### src/rtl/merge2.sv
// Bottom-up merge pass: combines eight sorted 2-element runs into four sorted
// 4-element runs, reading a 16-entry buffer and writing the next buffer in order.
module merge2 (
  input  logic        ap_clk,
  input  logic        ap_rst,
  input  logic        ap_start,
  output logic        ap_done,
  input  logic        ap_continue,
  output logic        ap_idle,
  output logic        ap_ready,
  output logic [3:0]  input1_address0,
  output logic        input1_ce0,
  input  logic [31:0] input1_q0,
  output logic [3:0]  input1_address1,
  output logic        input1_ce1,
  input  logic [31:0] input1_q1,
  output logic [3:0]  output1_address0,
  output logic        output1_ce0,
  output logic        output1_we0,
  output logic [31:0] output1_d0
);

  typedef enum logic [2:0] {
    S1 = 3'b001,
    S2 = 3'b010,
    S3 = 3'b100
  } state_t;

  state_t     state;
  state_t     state_next;
  logic [4:0] i;
  logic [4:0] base;
  logic [4:0] p1;
  logic [4:0] p2;
  logic       ap_done_reg;
  logic       pass_end;
  logic       take_left;
  logic [4:0] p1_upd;
  logic [4:0] p2_upd;
  logic       group_done;

  // An exhausted right run forces the left side, so wrapped reads at address 16 are never used.
  always_comb begin
    pass_end   = (state == S2) && (i == 5'd16);
    take_left  = (p2 == base + 5'd4) ||
                 ((p1 < base + 5'd2) && ($signed(input1_q0) <= $signed(input1_q1)));
    p1_upd     = take_left ? p1 + 5'd1 : p1;
    p2_upd     = take_left ? p2 : p2 + 5'd1;
    group_done = (p1_upd == base + 5'd2) && (p2_upd == base + 5'd4);
  end

  always_comb begin
    state_next       = state;
    input1_ce0       = 1'b0;
    input1_ce1       = 1'b0;
    input1_address0  = p1[3:0];
    input1_address1  = p2[3:0];
    output1_ce0      = 1'b0;
    output1_we0      = 1'b0;
    output1_address0 = i[3:0];
    output1_d0       = take_left ? input1_q0 : input1_q1;
    case (state)
      S1: begin
        if (ap_start && !ap_done_reg) state_next = S2;
      end
      S2: begin
        if (i == 5'd16) begin
          state_next = S1;
        end else begin
          input1_ce0 = 1'b1;
          input1_ce1 = 1'b1;
          state_next = S3;
        end
      end
      S3: begin
        output1_ce0 = 1'b1;
        output1_we0 = 1'b1;
        state_next  = S2;
      end
      default: state_next = S1;
    endcase
    ap_done  = pass_end | ap_done_reg;
    ap_ready = pass_end;
    ap_idle  = (state == S1) && !ap_start;
  end

  always_ff @(posedge ap_clk or posedge ap_rst) begin
    if (ap_rst) begin
      state       <= S1;
      ap_done_reg <= 1'b0;
      i           <= 5'd0;
      base        <= 5'd0;
      p1          <= 5'd0;
      p2          <= 5'd0;
    end else begin
      state <= state_next;
      if (ap_continue) ap_done_reg <= 1'b0;
      else if (pass_end) ap_done_reg <= 1'b1;
      case (state)
        S1: begin
          if (ap_start && !ap_done_reg) begin
            i    <= 5'd0;
            base <= 5'd0;
            p1   <= 5'd0;
            p2   <= 5'd2;
          end
        end
        S3: begin
          i <= i + 5'd1;
          // Both runs drained: step to the next pair of runs.
          if (group_done) begin
            base <= base + 5'd4;
            p1   <= base + 5'd4;
            p2   <= base + 5'd6;
          end else begin
            p1 <= p1_upd;
            p2 <= p2_upd;
          end
        end
        default: ;
      endcase
    end
  end

endmodule

### config.mk
export PLATFORM = sky130hd
export DESIGN_NAME = merge2
export DESIGN_NICKNAME = d
export VERILOG_FILES = /design/src/rtl/merge2.sv
export SDC_FILE = /design/constraint.sdc
export NUM_CORES = 1
export LEC_CHECK = 0
export CORE_ASPECT_RATIO = 0.6
export CORE_MARGIN = 1.5
export CORE_UTILIZATION = 25
export DETAILED_ROUTE_END_ITERATION = 8
export GPL_TIMING_DRIVEN = 0
export PLACE_DENSITY = 0.54
export SETUP_SLACK_MARGIN = 0.3
export SYNTH_ARGS = -nofsm -noshare
export SYNTH_HDL_FRONTEND = slang
export SYNTH_SLANG_ARGS = --single-unit
export TNS_END_PERCENT = 30
### constraint.sdc
create_clock -name ap_clk -period 3.7 [get_ports ap_clk]
set_input_delay 0.555 -clock ap_clk [delete_from_list [all_inputs] [get_ports ap_clk]]
set_output_delay 0.555 -clock ap_clk [all_outputs]
set_load 0.01 [all_outputs]
==> impl_metrics.json, run 1 <==
{
  "path_clk_slew_ps": 60,
  "syn-num-nets": 452,
  "synthFlopType": "dfrtp_1",
  "violations": "negative setup slack",
  "grt_max_degree": 23,
  "ios": 119,
  "drv_cap": 0,
  "reg2reg_slack_ps": 420,
  "synthDistinctLibCells": 52,
  "leakagePower_nw": 2.18,
  "finClkSkew_ps": 3.35,
  "numCtsBuffers": 3,
  "crit_path_max_fanout": 5,
  "grt_pass1_wl_um": 15600,
  "drt_iter0_markers": 183,
  "ys_seq_elements": 22,
  "cp_data_required_time_ps": 3140,
  "slew_headroom_pct": 39.3,
  "clockBufferDepth": 2,
  "die_y_um": 86.2,
  "timing.rr.end": "base[4]",
  "die_w_um": 142,
  "cts_tree": "done",
  "grt_antenna_before_repair": 0,
  "fin_crit_ps": 3750,
  "rsz0062_at_grt": "true",
  "clock.fmax_mhz": 267,
  "gp_congestion": 0.906,
  "grt_usage_pct": 15.9,
  "critPathLaunchType": "primary input",
  "drv_slew": 0,
  "overflow": 0,
  "drt_first_pass_iters": 4,
  "top_regs": "i (5), p1 (5), p2 (5)",
  "via_per_inst": 4.83,
  "vias": 3062,
  "ir_drop_v": 0.000177,
  "r2r_cells": 11,
  "area.growth.synth_to_final_pct": 66.9,
  "synth_edf_count": 0,
  "switching_share_pct": 36.3,
  "critical_path_class": "primary input to primary output",
  "power.total_mw": 1.33,
  "syn-cell-area_um2": 2890,
  "setup_viol": 13,
  "endpoint_kind": "primary output",
  "clk_latency_ps": 260,
  "synth_cells": 342,
  "fin_ws_ps": -46.1,
  "tightest_slew_ps": 909,
  "htree_num_levels": 1,
  "start_util_pct": 25.6,
  "placedInstanceArea_um2": 4340,
  "cts_hold_buf": 0,
  "synthArstFlopShare_pct": 100,
  "seq_area_frac_synth_pct": 19.1,
  "io_buffers": 118,
  "clock-sinks": 22,
  "core_region_area_um2": 11300,
  "power_density_nw_per_um2": 277,
  "dieArea_um2": 12200,
  "detail-route-antenna-nets": 0,
  "min_period_over_period_pct": 101,
  "wire_per_inst_um": 15.5,
  "p_int_mw": 0.848,
  "wl_um": 9840,
  "route.detailed.drc": 0,
  "stdcell_area_um2": 4820,
  "p_comb_share_pct": 57.1,
  "finalHoldViolCount": 0,
  "status": "complete, but fails checks",
  "diodes": 0,
  "root_buffer": "clkbuf_16",
  "clkPwrFrac_pct": 19.8,
  "min_to": "i[4]",
  "cp.arrival_ps": 3190,
  "layout-drive-gt1-share_pct": 53.1,
  "reg2reg_from": "base[2]",
  "avgSynthCellArea_um2": 8.44,
  "ys_warn_count": 0,
  "min_path_cells": 2,
  "pwr-share-seq_pct": 23.0,
  "hold_ws_ps": 545,
  "p_switching_mw": 0.484,
  "holdCritPathClass": "flop to flop",
  "placementRows": 30,
  "fin_nets": 601,
  "grt_pass1_vias": 3057,
  "place_hpwl_um": 7250,
  "min_from": "i[4]"
}
power groups by stage:
stage / clock network [mW] / logic [mW] / registers [mW]
5_1_grt: 0.277 / 0.832 / 0.311
4_1_cts: 0.264 / 0.744 / 0.306
3_3_place_gp: 0 / 0.670 / 0.309
6_report: 0.264 / 0.761 / 0.307
2_1_floorplan: 0 / 0.367 / 0.299
3_5_place_dp: 0 / 0.675 / 0.311
cell usage after synthesis, types with 4 or more instances:
library cell	number	area, µm²
buf_2	6	30.0
o211ai_1	6	45.0
inv_1	49	184
nor3_1	5	25.0
nor2_1	10	37.5
a21oi_1	18	90.1
nor4_1	5	31.3
buf_4	14	105
dfrtp_1	21	526
ha_1	42	526
clkbuf_1	5	18.8
nand4_1	9	56.3
nor4b_1	4	35.0
nand3_1	14	70.1
o21ai_0	16	80.1
xnor2_1	8	70.1
nand2_1	24	90.1
xor2_1	5	43.8
mux2_2	31	349
per-layer routing:
metal	vias to the layer above	GRT usage (%)	wire [µm]	share of wire [%]
li1	1517	-	-	-
met1	1421	23.0	4920	50
met2	116	23.8	4090	42
met3	8	4.70	769	7.8
met4	0	1.87	60	0.61
met5	-	0	0	0
how the worst max path moves through the flow:
stage	to	cells past startpoint	startpoint
floorplan	output1_d0[18]	11	input1_q1[11]
global placement	output1_d0[28]	13	input1_q1[15]
detailed placement	output1_d0[28]	13	input1_q1[14]
CTS	output1_d0[18]	13	input1_q1[14]
global route	output1_d0[28]	14	input1_q1[14]
finish	output1_d0[30]	14	input1_q1[15]
worst max-delay path, cell delays in order:
cell and delay, ps:
buf_6 100, inv_4 50, ha_4 190, nand4_1 130, buf_4 120, nor2_1 40, a221o_1 320, o311a_1 310
or4b_4 540, buf_6 150, buf_8 130, buf_8 130, mux2_4 300, buf_6 120
layout make-up:
type	count	area, µm²
Clock buffer	4	88.8
Sequential cell	22	553
Timing Repair Buffer	144	1110
Tap cell	144	180
Inverter	49	194
Multi-Input combinational cell	245	2470
Buffer	26	219
Fill cell	1096	6440
repair_timing:
action,4_1_cts,5_1_grt
gates cloned,0,1
buffers inserted,21,4
setup endpoints to repair,45,38
gates resized for setup,433,51
pin swaps,38,21
cell families after synthesis:
kind of cell    Yosys count  share of synthesized area, %
xor+xnor                 14                          4.77
flops                    22                          19.1
mux                      36                          14.2
fa+ha+maj                42                          18.2
compound gates           67                          15.6
simple gates             86                          16.0
buf+inv                  75                          12.1
through the flow:
stage | std cells | utilization (%) | setup slack (ps) | setup TNS (ps)
2_1_floorplan | 342 | - | 308 | 0
3_3_place_gp | 604 | 38.6 | -1040 | -32800
3_5_place_dp | 604 | 38.6 | -1020 | -31680
4_1_cts | 629 | 42.3 | 4.94 | 0
5_1_grt | 634 | 42.8 | -151 | -2180
6_report | 634 | 42.8 | -46.1 | -406
layout by cell type (no fill, tap or decap), types with 4 or more instances in the layout:
cell type / instances
nand4_1: 9
inv_2: 26
clkbuf_1: 5
inv_4: 4
inv_1: 19
buf_2: 49
nor4b_1: 4
clkdlybuf4s50_1: 22
nand2_1: 23
o21ai_0: 13
nand3_1: 14
clkbuf_16: 4
ha_1: 10
buf_4: 38
mux2_4: 5
a21oi_1: 15
xor2_1: 5
clkbuf_2: 18
o211ai_1: 6
ha_4: 32
xnor2_1: 7
dfrtp_1: 20
mux2_2: 28
nor3_1: 4
buf_6: 31
nor2_1: 10
No activity file was read; power rests on OpenSTA's default activity.
==> inputs of run 2 (changes only) <==
- CELL_PAD_IN_SITES_DETAIL_PLACEMENT: unset -> 0
- CELL_PAD_IN_SITES_GLOBAL_PLACEMENT: unset -> 1
- PLACE_DENSITY: 0.54 -> 0.7
==> run 2 against run 1 <==
Against the previous run:
- register-to-register slack worse by 40 ps
- utilization unchanged
- largest cell class unchanged
- clock power down 2%
- count of clock-buffer cells in the layout unchanged
- via count shrank 1.4%
- the flow still finishes with violations (negative setup slack)
- power shrank 0.82%
- sequential cell count stayed put
- clock skew grew 6.5 ps
- design area unchanged
- non-clock buffer count fell by 8
- combinational power is 0.5% lower
==> impl_metrics.json, run 2 (same netlist as run 1, synthesis figures left out) <==
{
  "min_period_over_period_pct": 103,
  "layout_commonest_cell": "buf_2",
  "grt_pass1_vias": 3076,
  "grt_pass1_wl_um": 15500,
  "use_met2_pct": 25.3,
  "root_buffer": "clkbuf_16",
  "clkPwrFrac_pct": 19.6,
  "detail-route-antenna-nets": 0,
  "stdcell_area_um2": 4820,
  "status": "complete, but fails checks",
  "wire_per_inst_um": 15.6,
  "ir_drop_v": 0.000172,
  "cts_tree": "done",
  "cp_data_required_time_ps": 3140,
  "final_cell_mix": "40 x buf_2, 31 x buf_4, 29 x ha_4, 28 x buf_6, 27 x mux2_2",
  "min_from": "i[4]",
  "drt_first_pass_iters": 4,
  "fin_ws_ps": -105,
  "path_clk_slew_ps": 70,
  "grt_max_degree": 23,
  "placementRows": 30,
  "via_per_inst": 4.82,
  "core_region_area_um2": 11300,
  "diodes": 0,
  "endpoint_kind": "primary output",
  "start_util_pct": 25.6,
  "drv_cap": 0,
  "io_buffers": 118,
  "wl_um": 9770,
  "grt_usage_pct": 15.7,
  "die_y_um": 86.2,
  "hold_ws_ps": 535,
  "clockBufferDepth": 2,
  "top_regs": "i (5), p1 (5), p2 (5)",
  "holdCritPathClass": "flop to flop",
  "gp_congestion": 0.867,
  "top_usage_layer": "met2",
  "met3_usage_pct": 2.87,
  "route.detailed.drc": 0,
  "p_switching_mw": 0.472,
  "placedInstanceArea_um2": 4340,
  "switching_share_pct": 35.7,
  "clock-sinks": 22,
  "grt.met1_usage_pct": 22.7,
  "cp.arrival_ps": 3250,
  "tightest_slew_ps": 904,
  "drv_slew": 0,
  "setup_tns_ps": -1220,
  "vias": 3020,
  "dieArea_um2": 12200,
  "finalHoldViolCount": 0,
  "n_fill_cell": 1143,
  "grt_antenna_before_repair": 0,
  "leakagePower_nw": 2.17,
  "crit_start": "input1_q1[15]",
  "reg2reg_from": "base[2]",
  "rsz0062_at_grt": "true",
  "setup_viol": 15,
  "clk_latency_ps": 260,
  "power.total_mw": 1.32,
  "htree_num_levels": 1,
  "p_comb_share_pct": 57.3,
  "die_w_um": 142,
  "pwr-share-seq_pct": 23.0,
  "place_hpwl_um": 7460,
  "area.growth.synth_to_final_pct": 66.9,
  "fin_crit_ps": 3810,
  "numCtsBuffers": 3,
  "overflow": 0,
  "clock.fmax_mhz": 263,
  "drt_iter0_markers": 120,
  "fin_nets": 593,
  "finClkSkew_ps": 9.81,
  "power_density_nw_per_um2": 274,
  "slew_headroom_pct": 39.7,
  "layout-drive-gt1-share_pct": 49.4,
  "critical_path_class": "primary input to primary output",
  "p_int_mw": 0.849,
  "crit_path_max_fanout": 5,
  "critPathLaunchType": "primary input",
  "ios": 119,
  "violations": "negative setup slack"
}
## run 2: changes by cell type in the layout (fill, tap and decap cells not counted), sizes merged
cell           previous run  this run
buf                     123       108
clkdlybuf4s15             1         9
clkbuf                   28        21
dlygate4sd2               0         6
## run 2: per-layer routing
| metal | vias to the layer above | share of wire, % |
|---|---|---|
| met3 | 4 | 5.9 |
| met1 | 1424 | 51 |
| met4 | 0 | 0.34 |
| met5 | - | 0 |
| li1 | 1504 | - |
| met2 | 88 | 42 |
## run 2: area by class of cell
| type | instances | area (µm²) | share of cell area, % |
|---|---|---|---|
| Multi-Input combinational cell | 245 | 2450 | 50.8 |
| Buffer | 26 | 214 | 4.44 |
| Timing Repair Buffer | 136 | 1130 | 23.6 |
| Inverter | 49 | 199 | 4.13 |
| Sequential cell | 22 | 553 | 11.5 |
| Clock buffer | 4 | 88.8 | 1.84 |
| Tap cell | 144 | 180 | 3.74 |
## run 2: worst max-delay path, stage by stage
cell      delay (ps)
buf_8             80
inv_6             30
ha_4             250
nand4_1          120
buf_4            170
nor4_4           370
a211oi_2         140
o311a_1          150
or4b_4           530
buf_6            140
buf_8            130
buf_8            130
mux2_4           300
buf_6            120
## run 2: worst paths after layout
kind / to / slack, ps / cells past startpoint
min reg2reg: i[4] / 540 / 2
max reg2reg: p2[2] / 380 / 11
max in group asynchronous: base[2] / 2280 / 2
min: i[4] / 540 / 2
min in group asynchronous: p1[1] / 810 / 2
max: output1_d0[29] / -110 / 14
## run 2: what timing repair did
action	CTS	global route
endpoints found under the setup margin	45	42
hold buffers	0	0
buffers inserted	12	5
resized for setup	398	67
cloned	1	0
pin swaps	38	21
## run 2: power groups by stage
stage / combinational, mW / sequential [mW] / clock [mW]
3_3_place_gp: 0.672 / 0.309 / 0
4_1_cts: 0.736 / 0.304 / 0.261
2_1_floorplan: 0.367 / 0.299 / 0
3_5_place_dp: 0.679 / 0.308 / 0
5_1_grt: 0.824 / 0.309 / 0.272
6_report: 0.757 / 0.304 / 0.259
## run 2: metrics by stage
step / cells / util, % / setup WS [ps]
after floorplan: 342 / - / 308
after global placement: 604 / 38.6 / -1010
after detailed placement: 604 / 38.6 / -1050
after CTS: 621 / 42.3 / -51.3
after global routing: 626 / 42.8 / -183
final: 626 / 42.8 / -105
